[config.mk]
export PLATFORM = sky130hd
export DESIGN_NAME = bus_input_port
export DESIGN_NICKNAME = d
export VERILOG_FILES = /design/src/rtl/sap_pkg.sv /design/src/rtl/sap_fifo.sv /design/src/rtl/bus_input_port.sv
export SDC_FILE = /design/constraint.sdc
export NUM_CORES = 1
export LEC_CHECK = 0
export ABC_CLOCK_PERIOD_IN_PS = 2700
export BUFFER_PORTS_ARGS = -buffer_cell sky130_fd_sc_hd__buf_2
export CORE_MARGIN = 2
export CORE_UTILIZATION = 46
export DETAILED_ROUTE_END_ITERATION = 8
export PLACE_DENSITY = 0.67
export SLEW_MARGIN = 20
export SYNTH_ARGS = -nofsm -noshare
export SYNTH_HDL_FRONTEND = slang
export SYNTH_HIERARCHICAL = 1
export SYNTH_SLANG_ARGS = --single-unit
export TNS_END_PERCENT = 1
[constraint.sdc]
create_clock -name clk -period 2.7 [get_ports clk]
set_input_delay 0.405 -clock clk [delete_from_list [all_inputs] [get_ports clk]]
set_output_delay 0.405 -clock clk [all_outputs]
set_load 0.05 [all_outputs]
[src/rtl/sap_pkg.sv]
// -----------------------------------------------------------------------------
// sap_pkg
// Shared constants for the SAP bus and its sources/destinations.
//   DATA_W         width of the shared bus and of every word carried on it
//   BUS_IDLE       value a bus source drives while it is not selected, so that
//                  all sources can be OR-merged onto one bus
//   IN_PORT_DEPTH  default number of words buffered by the input port
// -----------------------------------------------------------------------------
package sap_pkg;

   localparam int DATA_W = 16;

   localparam logic [DATA_W-1:0] BUS_IDLE = 16'h0000;

   localparam int IN_PORT_DEPTH = 4;

endpackage

[src/rtl/sap_fifo.sv]
// -----------------------------------------------------------------------------
// sap_fifo
// Small synchronous FIFO with combinational head-of-queue read-out.
// Ports:
//   clk          system clock, rising edge
//   rst          asynchronous active-high reset of pointers and count
//   i_push       write i_pushData at the tail (ignored while full)
//   i_pushData   word to write
//   i_pop        drop the head word (ignored while empty)
//   o_headData   word at the head of the queue (undefined while empty)
//   o_count      number of stored words, 0..DEPTH
//   o_empty      o_count == 0
//   o_full       o_count == DEPTH
// -----------------------------------------------------------------------------
module sap_fifo
   import sap_pkg::*;
#(
   parameter int DATA_W = sap_pkg::DATA_W,
   parameter int DEPTH  = sap_pkg::IN_PORT_DEPTH,
   parameter int PTR_W  = $clog2(DEPTH)
) (
   input  logic              clk,
   input  logic              rst,
   input  logic              i_push,
   input  logic [DATA_W-1:0] i_pushData,
   input  logic              i_pop,
   output logic [DATA_W-1:0] o_headData,
   output logic [PTR_W:0]    o_count,
   output logic              o_empty,
   output logic              o_full
);

   logic [DATA_W-1:0] r_mem [DEPTH];
   logic [PTR_W-1:0]  r_wrPtr;
   logic [PTR_W-1:0]  r_rdPtr;
   logic [PTR_W:0]    r_count;
   logic              w_push;
   logic              w_pop;

   // Guard the strobes here as well so the FIFO can never overrun or
   // underrun, whatever the caller does.
   assign w_push = i_push && !o_full;
   assign w_pop  = i_pop && !o_empty;

   assign o_count    = r_count;
   assign o_empty    = (r_count == '0);
   assign o_full     = (r_count == (PTR_W+1)'(DEPTH));
   assign o_headData = r_mem[r_rdPtr];

   // Storage is deliberately left out of reset: the pointers and count alone
   // decide which entries are valid, so stale contents are never observed.
   always_ff @(posedge clk) begin
      if (w_push) begin
         r_mem[r_wrPtr] <= i_pushData;
      end
   end

   // Pointers are exactly PTR_W bits wide, so with DEPTH a power of two they
   // wrap modulo DEPTH on their own. The count moves only when exactly one of
   // push/pop happens; a simultaneous push and pop leaves it unchanged.
   always_ff @(posedge clk or posedge rst) begin
      if (rst) begin
         r_wrPtr <= '0;
         r_rdPtr <= '0;
         r_count <= '0;
      end else begin
         if (w_push) begin
            r_wrPtr <= r_wrPtr + PTR_W'(1);
         end
         if (w_pop) begin
            r_rdPtr <= r_rdPtr + PTR_W'(1);
         end
         case ({w_push, w_pop})
            2'b10:   r_count <= r_count + (PTR_W+1)'(1);
            2'b01:   r_count <= r_count - (PTR_W+1)'(1);
            default: r_count <= r_count;
         endcase
      end
   end

endmodule

[src/rtl/bus_input_port.sv]
// -----------------------------------------------------------------------------
// bus_input_port
// Source-side partner of the SAP bus-loaded registers. Buffers words from an
// external producer (valid/ready) and puts the head word on the shared bus in
// the same cycle the controller strobes in_read, popping it at that edge.
// The bus output is zero while not driving so it can be OR-merged.
// Ports:
//   clk        system clock, rising edge
//   rst        asynchronous active-high reset
//   ext_valid  producer has a word on ext_data
//   ext_data   producer word
//   ext_ready  port can accept a word this cycle (not full)
//   in_read    controller strobe: drive head word and pop it
//   clr_err    synchronous clear of the sticky underflow flag
//   bus_out    head word while driving, otherwise BUS_IDLE
//   bus_drive  port is driving the bus this cycle
//   empty      no words stored
//   full       DEPTH words stored
//   count      number of stored words
//   underflow  sticky: in_read was seen while empty
// -----------------------------------------------------------------------------
module bus_input_port
   import sap_pkg::*;
#(
   parameter int DATA_W = sap_pkg::DATA_W,
   parameter int DEPTH  = sap_pkg::IN_PORT_DEPTH,
   parameter int PTR_W  = $clog2(DEPTH)
) (
   input  logic              clk,
   input  logic              rst,
   input  logic              ext_valid,
   input  logic [DATA_W-1:0] ext_data,
   output logic              ext_ready,
   input  logic              in_read,
   input  logic              clr_err,
   output logic [DATA_W-1:0] bus_out,
   output logic              bus_drive,
   output logic              empty,
   output logic              full,
   output logic [PTR_W:0]    count,
   output logic              underflow
);

   logic              w_push;
   logic              w_empty;
   logic              w_full;
   logic [DATA_W-1:0] w_head;
   logic [PTR_W:0]    w_count;
   logic              r_underflow;

   sap_fifo #(
      .DATA_W (DATA_W),
      .DEPTH  (DEPTH),
      .PTR_W  (PTR_W)
   ) u_fifo (
      .clk        (clk),
      .rst        (rst),
      .i_push     (w_push),
      .i_pushData (ext_data),
      .i_pop      (bus_drive),
      .o_headData (w_head),
      .o_count    (w_count),
      .o_empty    (w_empty),
      .o_full     (w_full)
   );

   // Push and drive decisions both use the pre-edge occupancy. That means a
   // read on an empty FIFO never bypasses an incoming word, and a full FIFO
   // refuses the producer even while it is being read.
   assign ext_ready = !w_full;
   assign w_push    = ext_valid && ext_ready;
   assign bus_drive = in_read && !w_empty;
   assign bus_out   = bus_drive ? w_head : DATA_W'(BUS_IDLE);

   assign empty     = w_empty;
   assign full      = w_full;
   assign count     = w_count;
   assign underflow = r_underflow;

   // Sticky underflow flag. A fresh underflow takes priority over a clear
   // request in the same cycle so an error is never silently lost.
   always_ff @(posedge clk or posedge rst) begin
      if (rst) begin
         r_underflow <= 1'b0;
      end else if (in_read && w_empty) begin
         r_underflow <= 1'b1;
      end else if (clr_err) begin
         r_underflow <= 1'b0;
      end
   end

endmodule

==> flow_summary.yaml <==
critical_path:
  cp-start-kind: "register"
  crit_path_max_incr_delay_ns: 0.58
  crit_path_max_fanout: 7
  path_cells: "buf_4 > mux4_1 > and2_2 > buf_2"
  endpoint: "bus_out[6]"
  slowest_stage: "dfrtp_1"
  crit_type: "register to output port"
  worst_setup_path_end_kind: "output port"
  ff2ff_setup_slack_ns: 0.41
  worstReg2RegEnd: "u_fifo/o_count[2]"
  worstSetupStartpoint: "u_fifo/r_rdPtr[0]"
  arrival_ns: 2.10
  required_ns: 2.30
  r2r-start: "u_fifo/o_count[0]"
  reg2reg_depth: 10
yosys:
  yosysUniqueCellTypes: 25
  ys_seq_area_frac: 0.713
  synth_edf_count: 64
  syn-num-nets: 174
  synth-async-reset-ratio: 0.111
  synth_area_leaders: "edfxtp_1, mux4_1, dfrtp_1"
  syn_area_per_cell_um2: 20.2
  yosys.area.top_type_share: 0.646
  synth_area_leader_cell: "edfxtp_1"
  syn_inst: 147
  synth_area_um2: 2980
  synth-seq-cells: 72
  synth-main-ff-cell: "edfxtp_1"
  yosys_warnings: 6
cells_and_area:
  n_fill_cell: 516
  fin_nets: 232
  multiInputGateArea_um2: 781
  final_common_cell: "edfxtp_1"
  layout_common_cells: "edfxtp_1, buf_2, and2_2, inv_1, clkbuf_8"
  diodes: 0
  drive_gt1_frac: 0.457
  register_area_um2: 2120
  design_area_um2: 3520
  syn2layout_area_growth_pct: 18.2
die:
  dieHeight_um: 84.4
  io_pins: 45
  die_w_um: 84.4
  core-area_um2: 6310
  dieArea_um2: 7130
  initial_core_util: 0.471
  row_count: 29
sta:
  tns_ns: 0
  finalMaxSlewViolations: 0
  fmax_mhz: 400
  finalSetupViolations: 0
  worst_slew_pin_slew_ns: 0.787
  maxSlewHeadroom: 0.475
  post-route-period-util: 0.926
  skew_ns: 0.00617
  rsz0062_at_grt: "false"
  final.min_clock_period_ns: 2.50
  setup_ws_ns: 0.199
  timing.hold.ws_ns: 0.237
  hold_viol_final: 0
placement:
  port_buffers: 44
  gp_congestion: 0.729
  pre_cts_slack_ns: 0.429
  post-dp-hpwl_um: 3320
  place_area_um2: 3310
power:
  power.switching_w: 0.00158
  p_total_w: 0.00412
  peakVddDrop_uv: 756
  p_seq_frac: 0.410
  combPwrFrac: 0.390
  p_leak_nw: 1.35
  intPower_w: 0.00253
  pwr-share-clk: 0.200
  sw_frac_of_total: 0.384
  p_per_area_nw_per_um2: 1170
global_route:
  grt_pass1_vias: 1665
  antenna_found_initial: 0
  grt-ovfl-total: 0
  grt_pass1_wl_um: 8030
  grt_max_degree: 18
  track_usage: 0.155
clocking:
  htreeDepth: 3
  cts.clk_slew.worst_paths_ns: 0.07
  cts_sinks: 72
  cts_setup_buffers: 0
  cts_tree: "built"
  cts-buffers-inserted: 9
  clock_latency_ns: 0.34
  clockBufferDepth: 2
  cts-root-buf: "clkbuf_8"
run_status:
  status: "completed"
route:
  drt_first_pass_iters: 4
  drt_iter0_drc: 64
  wl_per_cell_um: 17.6
  wl_um: 5060
  drt-vias-per-instance: 5.20
  route.vias.total: 1491
  drc: 0
  drtAntennaViolNets: 0
hold_path:
  hold_path_class: "input pin to register"
  hp-start: "clr_err"
run:
  cap_violations: 0
cell usage after synthesis (all sizes together), types with 2 or more instances:
library cell	count
edfxtp	64
and2	20
nor2b	3
nand2	2
dfrtp	8
ha	5
xnor2	3
xor2	3
mux4	16
buf	5
inv	10
routing by layer:
layer / routed length [um] / vias to the layer above / part of all wire / GRT usage
met5: 0 / - / 0 / 0
met4: 108 / 0 / 0.021 / 0.0722
li1: - / 687 / - / -
met3: 223 / 12 / 0.044 / 0.0521
met2: 2680 / 37 / 0.53 / 0.270
met1: 2040 / 755 / 0.40 / 0.171
cell families after synthesis:
kind of cell	share of synthesized area
adder cells (fa/ha/maj)	0.0278
AND/OR/NAND/NOR	0.0681
buffers and inverters	0.0303
multiplexers	0.138
flip-flops	0.713
XOR/XNOR	0.0177
AO/OA/AOI/OAI	0.00462
worst max-delay path, delay by kind of cell (launching register included):
family | cells | cell delay, ns
flip-flops | 1 | 0.58
multiplexers | 1 | 0.55
buffers and inverters | 2 | 0.44
AND/OR/NAND/NOR | 1 | 0.18
metrics by stage:
step,util,cells
finish,0.557,287
global route,0.557,287
CTS,0.557,287
detailed placement,0.524,270
global placement,0.524,270
floorplan,-,147
worst min path at each step:
| stage | end | depth (start not counted) |
|---|---|---|
| after floorplan | underflow | 1 |
| after global placement | underflow | 2 |
| after detailed placement | underflow | 2 |
| after CTS | underflow | 2 |
| after global routing | underflow | 2 |
| final | underflow | 2 |
what timing repair did:
item / 4_1_cts / 5_1_grt
gates resized for setup: 0 / 0
hold buffers: 1 / 0
endpoints found under the hold margin: 8 / 0
registers in the layout, indices dropped and copies added, names as in the netlist:
register / count
u_fifo/r_rdPtr: 2
u_fifo/o_count: 3
underflow: 1
u_fifo/r_mem: 64
u_fifo/r_wrPtr: 2
power by group through the flow:
stage               clock network, W  logic, W  registers, W
CTS                         0.000846   0.00163       0.00170
detailed placement                 0   0.00163       0.00172
floorplan                          0   0.00127       0.00171
global route                0.000900   0.00171       0.00172
finish                      0.000822   0.00160       0.00169
global placement                   0   0.00160       0.00169
area by class of cell:
| type | count | share of cell area |
|---|---|---|
| Clock buffer | 9 | 0.0352 |
| Clock inverter | 7 | 0.0203 |
| Inverter | 10 | 0.0107 |
| Multi-Input combinational cell | 60 | 0.222 |
| Sequential cell | 72 | 0.604 |
| Tap cell | 77 | 0.0274 |
| Timing Repair Buffer | 52 | 0.0804 |
Power figures use the tool's default switching activity.
